==> config.mk <==
export PLATFORM = sky130hd
export DESIGN_NAME = button_event_encoder
export DESIGN_NICKNAME = d
export VERILOG_FILES = /design/src/rtl/button_event_encoder.sv
export SDC_FILE = /design/constraint.sdc
export NUM_CORES = 1
export LEC_CHECK = 0
export ABC_AREA = 1
export BUFFER_PORTS_ARGS = -buffer_cell sky130_fd_sc_hd__buf_4
export CAP_MARGIN = 0
export CORE_MARGIN = 4
export CORE_UTILIZATION = 30
export CTS_CLUSTER_SIZE = 12
export DETAILED_ROUTE_END_ITERATION = 16
export PLACE_DENSITY = 0.48
export SYNTH_ARGS = -nofsm -noshare
export SYNTH_HDL_FRONTEND = slang
export SYNTH_SLANG_ARGS = --single-unit
==> constraint.sdc <==
create_clock -name clock -period 7.5 [get_ports clock]
set_clock_uncertainty 0.1 [all_clocks]
set_input_delay 0 -clock clock [delete_from_list [all_inputs] [get_ports clock]]
set_output_delay 0 -clock clock [all_outputs]
set_load 0.005 [all_outputs]
==> src/rtl/button_event_encoder.sv <==
`default_nettype none
// ============================================================================
// Module      : button_event_encoder
// Description : Turns two 4-bit button banks into a stream of press events.
//               Every line is synchronised (2 flops), debounced with an 8-bit
//               counter and rising-edge detected. A detected press latches a
//               per-line pending bit; a fixed-priority encoder (A0 highest,
//               B3 lowest) writes at most one {bank,index} event per cycle
//               into a first-word-fall-through FIFO read over valid/ready.
//
// Ports       : clock       - system clock, rising edge
//               reset       - asynchronous, active-high reset
//               inA[3:0]    - bank A button lines (lines 0..3), async
//               inB[3:0]    - bank B button lines (lines 4..7), async
//               evt_valid   - FIFO head holds an event
//               evt_ready   - consumer takes the head when evt_valid=1
//               evt_bank    - bank of head event (0=A, 1=B)
//               evt_button  - button index of head event
//               fifo_count  - number of queued events, 0..FIFO_DEPTH
//               overflow    - sticky: a press was merged into a pending one
//
// Revision    : 1.0 - initial release
// ============================================================================
module button_event_encoder #(
    parameter int DEBOUNCE_CYCLES = 4,
    parameter int FIFO_DEPTH      = 4,
    parameter int DEPTH_LOG2      = 2
) (
    input  logic                  clock,
    input  logic                  reset,
    input  logic [3:0]            inA,
    input  logic [3:0]            inB,
    output logic                  evt_valid,
    input  logic                  evt_ready,
    output logic                  evt_bank,
    output logic [1:0]            evt_button,
    output logic [DEPTH_LOG2:0]   fifo_count,
    output logic                  overflow
);

    localparam int                    c_NUM_LINES = 8;
    // Counter value on which a still-differing line flips its stable value.
    localparam logic [7:0]            c_DB_LAST   = 8'(DEBOUNCE_CYCLES - 1);
    localparam logic [DEPTH_LOG2:0]   c_FIFO_FULL = (DEPTH_LOG2 + 1)'(FIFO_DEPTH);
    localparam logic [DEPTH_LOG2-1:0] c_PTR_ONE   = DEPTH_LOG2'(1);
    localparam logic [DEPTH_LOG2:0]   c_CNT_ONE   = (DEPTH_LOG2 + 1)'(1);

    // ------------------------------------------------------------------
    // Declarations
    // ------------------------------------------------------------------
    logic [7:0]            w_lines;
    logic [7:0]            w_stable;
    logic [7:0]            r_stableDly;
    logic [7:0]            w_rise;
    logic [7:0]            r_pending;
    logic [7:0]            w_clear;
    logic [2:0]            w_selIdx;
    logic                  w_anyPending;
    logic                  w_full;
    logic                  w_push;
    logic                  w_pop;
    logic [DEPTH_LOG2-1:0] r_wrPtr;
    logic [DEPTH_LOG2-1:0] r_rdPtr;
    logic [DEPTH_LOG2:0]   r_count;
    logic [2:0]            r_mem [FIFO_DEPTH];
    logic [2:0]            w_head;
    logic                  r_overflow;

    // Line numbering: bank B occupies the upper four lines.
    assign w_lines = {inB, inA};

    // ------------------------------------------------------------------
    // Per-line synchroniser and debouncer
    // ------------------------------------------------------------------
    for (genvar gi = 0; gi < c_NUM_LINES; gi++) begin : g_line
        logic       r_syncMeta;
        logic       r_syncOut;
        logic       r_stable;
        logic [7:0] r_dbCount;

        always_ff @(posedge clock or posedge reset) begin
            if (reset) begin
                r_syncMeta <= 1'b0;
                r_syncOut  <= 1'b0;
                r_stable   <= 1'b0;
                r_dbCount  <= 8'd0;
            end else begin
                r_syncMeta <= w_lines[gi];
                r_syncOut  <= r_syncMeta;
                // The counter measures how long the synchronised line has
                // disagreed with the stable value; any agreement restarts it,
                // so a glitch shorter than DEBOUNCE_CYCLES cannot flip it.
                if (r_syncOut == r_stable) begin
                    r_dbCount <= 8'd0;
                end else if (r_dbCount == c_DB_LAST) begin
                    r_stable  <= ~r_stable;
                    r_dbCount <= 8'd0;
                end else begin
                    r_dbCount <= r_dbCount + 8'd1;
                end
            end
        end

        assign w_stable[gi] = r_stable;
    end

    // ------------------------------------------------------------------
    // Rising-edge detect: a 0->1 stable transition is visible for exactly
    // one cycle and latches the pending bit on the following edge.
    // ------------------------------------------------------------------
    assign w_rise = w_stable & ~r_stableDly;

    // ------------------------------------------------------------------
    // Priority encoder: lowest-numbered pending line wins.
    // ------------------------------------------------------------------
    always_comb begin
        w_selIdx     = 3'd0;
        w_anyPending = 1'b0;
        for (int i = c_NUM_LINES - 1; i >= 0; i--) begin
            if (r_pending[i]) begin
                w_selIdx     = 3'(i);
                w_anyPending = 1'b1;
            end
        end
    end

    assign w_full = (r_count == c_FIFO_FULL);
    assign w_pop  = evt_valid & evt_ready;
    // A full FIFO still accepts the write when its head leaves this cycle.
    assign w_push = w_anyPending & (~w_full | w_pop);

    always_comb begin
        w_clear = 8'd0;
        if (w_push) begin
            w_clear[w_selIdx] = 1'b1;
        end
    end

    // ------------------------------------------------------------------
    // Pending bits and sticky overflow
    // ------------------------------------------------------------------
    always_ff @(posedge clock or posedge reset) begin
        if (reset) begin
            r_stableDly <= 8'd0;
            r_pending   <= 8'd0;
            r_overflow  <= 1'b0;
        end else begin
            r_stableDly <= w_stable;
            // A bit being written to the FIFO this cycle is free to take a
            // new press; only a bit that stays set loses the second press.
            r_pending   <= (r_pending & ~w_clear) | w_rise;
            if (|(w_rise & r_pending & ~w_clear)) begin
                r_overflow <= 1'b1;
            end
        end
    end

    // ------------------------------------------------------------------
    // Event FIFO (first-word-fall-through)
    // ------------------------------------------------------------------
    always_ff @(posedge clock or posedge reset) begin
        if (reset) begin
            r_wrPtr <= '0;
            r_rdPtr <= '0;
            r_count <= '0;
            for (int k = 0; k < FIFO_DEPTH; k++) begin
                r_mem[k] <= 3'd0;
            end
        end else begin
            if (w_push) begin
                r_mem[r_wrPtr] <= w_selIdx;
                r_wrPtr        <= r_wrPtr + c_PTR_ONE;
            end
            if (w_pop) begin
                r_rdPtr <= r_rdPtr + c_PTR_ONE;
            end
            case ({w_push, w_pop})
                2'b10:   r_count <= r_count + c_CNT_ONE;
                2'b01:   r_count <= r_count - c_CNT_ONE;
                default: r_count <= r_count;
            endcase
        end
    end

    // Head entry is presented directly from storage; its contents while
    // the FIFO is empty carry no meaning.
    assign w_head     = r_mem[r_rdPtr];
    assign evt_valid  = (r_count != '0);
    assign evt_bank   = w_head[2];
    assign evt_button = w_head[1:0];
    assign fifo_count = r_count;
    assign overflow   = r_overflow;

endmodule
`default_nettype wire
==> results.ini <==
[placed_design]
gp_congestion = 0.8090
dp_hpwl_mm = 6.896
post_dp_cell_area_um2 = 5922
io_buffers = 18

[min_path]
min_from = inB[3]
holdPathStages = 2
worstHoldPathType = in2reg

[sta]
fmax_ghz = 0.4322
hold_slack_ns = 0.1302
slew_viol_final = 0
hold_violations = 0
fin_crit_sh = 0.3085
setup_violations = 0
max-slew-margin-rel = 0.4478
worst_pin_slew_ns = 0.8283
rsz0062_at_grt = no
fin_tns_setup_ns = 0
period_minus_slack_ns = 2.314

[critical_path]
critPathSlowestCell = fa_1
worst-path-max-fanout = 8
worstPathCellList = inv_1 -> nand2_1 -> nor3_1 -> a21oi_4 -> inv_1 -> ha_1 -> inv_1 -> fa_1 -> a21oi_1 -> o21ai_0 -> xor2_1
crit_end = fifo_count[2]$_DFFE_PP0P_
r2r_slack_ns = 5.19
crit_type = reg2reg
cpMostUsedCell = inv_1
arrival_ns = 2.50
path_depth = 11
path_buf_inv = 3
start_kind = register
cp_top_family = adder cells
reg2reg_to = fifo_count[2]$_DFFE_PP0P_
reg2reg_depth = 11
cpPeakStageDelay_ns = 0.38
timing.rr.start = r_pending[5]$_DFF_PP0_
startpoint = r_pending[5]$_DFF_PP0_
crit_path_end_kind = register
cp.required_ns = 7.68

[global_routing]
antenna_found_initial = 0
gr-total-overflow = 0
grt_pass1_wl_mm = 17.68
grt_max_degree = 66
grt_pass1_vias = 3955
grt_usage = 0.1074

[clock_tree]
cts_sinks = 124
cts_tree = yes
cts_root_buf = clkbuf_16
cts_buffers = 17
clk_latency_ns = 0.41
path_clk_slew_ns = 0.05
clock_path_buffers = 2
postCtsSetupBuffers = 0
cts_htree_levels = 4

[job]
drv_cap = 0

[finish]
seqCellArea_um2 = 3103
final_net_count = 671
n_fill_cell = 1782
multi_input_area_um2 = 2024
final_area_um2 = 6643
syn_to_final_growth_pct = 20.99
post-route-util = 0.3698
diodes = 0
drive_gt1_frac = 0.1233

[pwr]
ir_drop_v = 0.0002230
power.density_nw_per_um2 = 358.9
power_mw = 2.384
p_leak_nw = 3.115

[floorplan]
die-area_um2 = 20530
num_rows = 49
fp.dieH_um = 143.3
die_x_um = 143.3
pin_count = 19
coreArea_um2 = 17960
start_util = 0.3056

[detailed_routing]
ant_nets = 0
firstDrtPassIters = 7
drt_iter0_markers = 220
routed_via_density = 4.457
drc = 0
routed_wl_mm = 9.841
num_vias = 3949
wl_per_cell_um = 11.11

[logic_synthesis]
syn-num-nets = 623
synthCells = 598
postSynth.asyncResetShare = 1.000
yosysSeqAreaShare = 0.5652
synth.distinct_cells = 32
synth_area_per_cell_um2 = 9.181
synth_ff_type = dfrtp_1
ys_warn_count = 0
synth-edff-count = 0
syn_area_um2 = 5490
ys_ff_latch = 124

[run_status]
outcome = finished clean

## how the worst min path moves through the flow
stage / endpoint / slack (ns)
2_1_floorplan: g_line[0].r_syncMeta$_DFF_PP0_ / -0.07
3_3_place_gp: g_line[7].r_syncMeta$_DFF_PP0_ / 0.01
3_5_place_dp: g_line[0].r_syncMeta$_DFF_PP0_ / 0.01
4_1_cts: g_line[7].r_syncMeta$_DFF_PP0_ / 0.11
5_1_grt: g_line[5].r_syncMeta$_DFF_PP0_ / 0.12
6_report: g_line[7].r_syncMeta$_DFF_PP0_ / 0.13
## metrics by stage
step	cells	setup WS, ns
after floorplan	598	4.101
after global placement	846	5.198
after detailed placement	846	5.180
after CTS	886	5.163
after global routing	886	4.913
final	886	5.186
## synthesized netlist by cell type, types with 2 or more instances
cell     number  area share
a21oi_1      22       0.020
o21ai_0      25       0.023
xor2_1       12       0.019
nor2_2        5      0.0057
a31oi_1       6      0.0068
and3_1        7      0.0080
a22oi_2       2      0.0046
nand3_1      31       0.028
or2_2        14       0.016
o21ai_1       9      0.0082
nand2_2       6      0.0068
ha_1         13       0.030
inv_2         2      0.0014
inv_1        93       0.064
nand4_1       3      0.0034
a22oi_1       2      0.0027
nand2_1      84       0.057
nor4_1       14       0.016
nor2_1       77       0.053
nor3_1       22       0.020
xnor2_1      13       0.021
o22ai_1       3      0.0034
dfrtp_1     124        0.57
## flip-flops by register name (all words and copies together), names as in the netlist
name / flops
fifo_count: 3
r_rdPtr: 2
g_line.r_syncMeta: 8
r_wrPtr: 2
g_line.r_dbCount: 64
r_stableDly: 8
g_line.r_stable: 8
overflow: 1
g_line.r_syncOut: 8
r_mem: 12
r_pending: 8
## cell families after synthesis
family          count (synthesis)  share of synthesized area
compound gates                 74                    0.07794
buf+inv                        96                    0.06609
simple gates                  265                     0.2176
fa+ha+maj                      14                    0.03327
flops                         124                     0.5652
xor+xnor                       25                    0.03988
## cell type report
cell class | instances | share of cell area
clock inverter | 5 | 0.01582
inverter | 96 | 0.05500
sequential | 124 | 0.4671
timing repair buffer | 29 | 0.03654
tap | 229 | 0.04313
clock buffer | 25 | 0.07760
multi-input combinational | 378 | 0.3048
## metal layers
metal  vias to the layer above  track usage  wire length, um
met5                         -            0                0
met4                         0      0.04559              162
met3                        13      0.03751              367
met2                        47       0.1709             4600
met1                      1867       0.1332             4711
li1                       2022            -                -
## power breakdown
part	leakage, nW	internal (mW)	total (mW)	switching (mW)
Combinational	1.23	0.247	0.602	0.355
Clock	0.298	0.572	0.844	0.272
Sequential	1.58	0.827	0.938	0.111
## cells in the final DEF, fill, tap and decap left out, types with 3 or more instances in the layout
master	Yosys	final
nand2_2	6	6
nand2_1	84	84
nor2_1	77	77
nand4_1	3	3
inv_1	93	92
xnor2_1	13	13
nand3_1	31	31
or2_2	14	14
clkbuf_16	0	17
clkbuf_8	0	6
nor3_1	22	22
nor4_1	14	14
dfrtp_1	124	124
and3_1	7	7
a31oi_1	6	6
nor2_2	5	5
xor2_1	12	12
dlygate4sd3_1	0	10
bufinv_16	0	3
o21ai_0	25	25
o22ai_1	3	3
o21ai_1	9	9
ha_1	13	13
buf_4	0	19
a21oi_1	22	22
## repair_timing
item                      in CTS  in global routing
hold buffers                  10                  0
gates resized for setup        0                  0
hold endpoints to repair      70                  0
No activity file was read; power rests on OpenSTA's default activity.
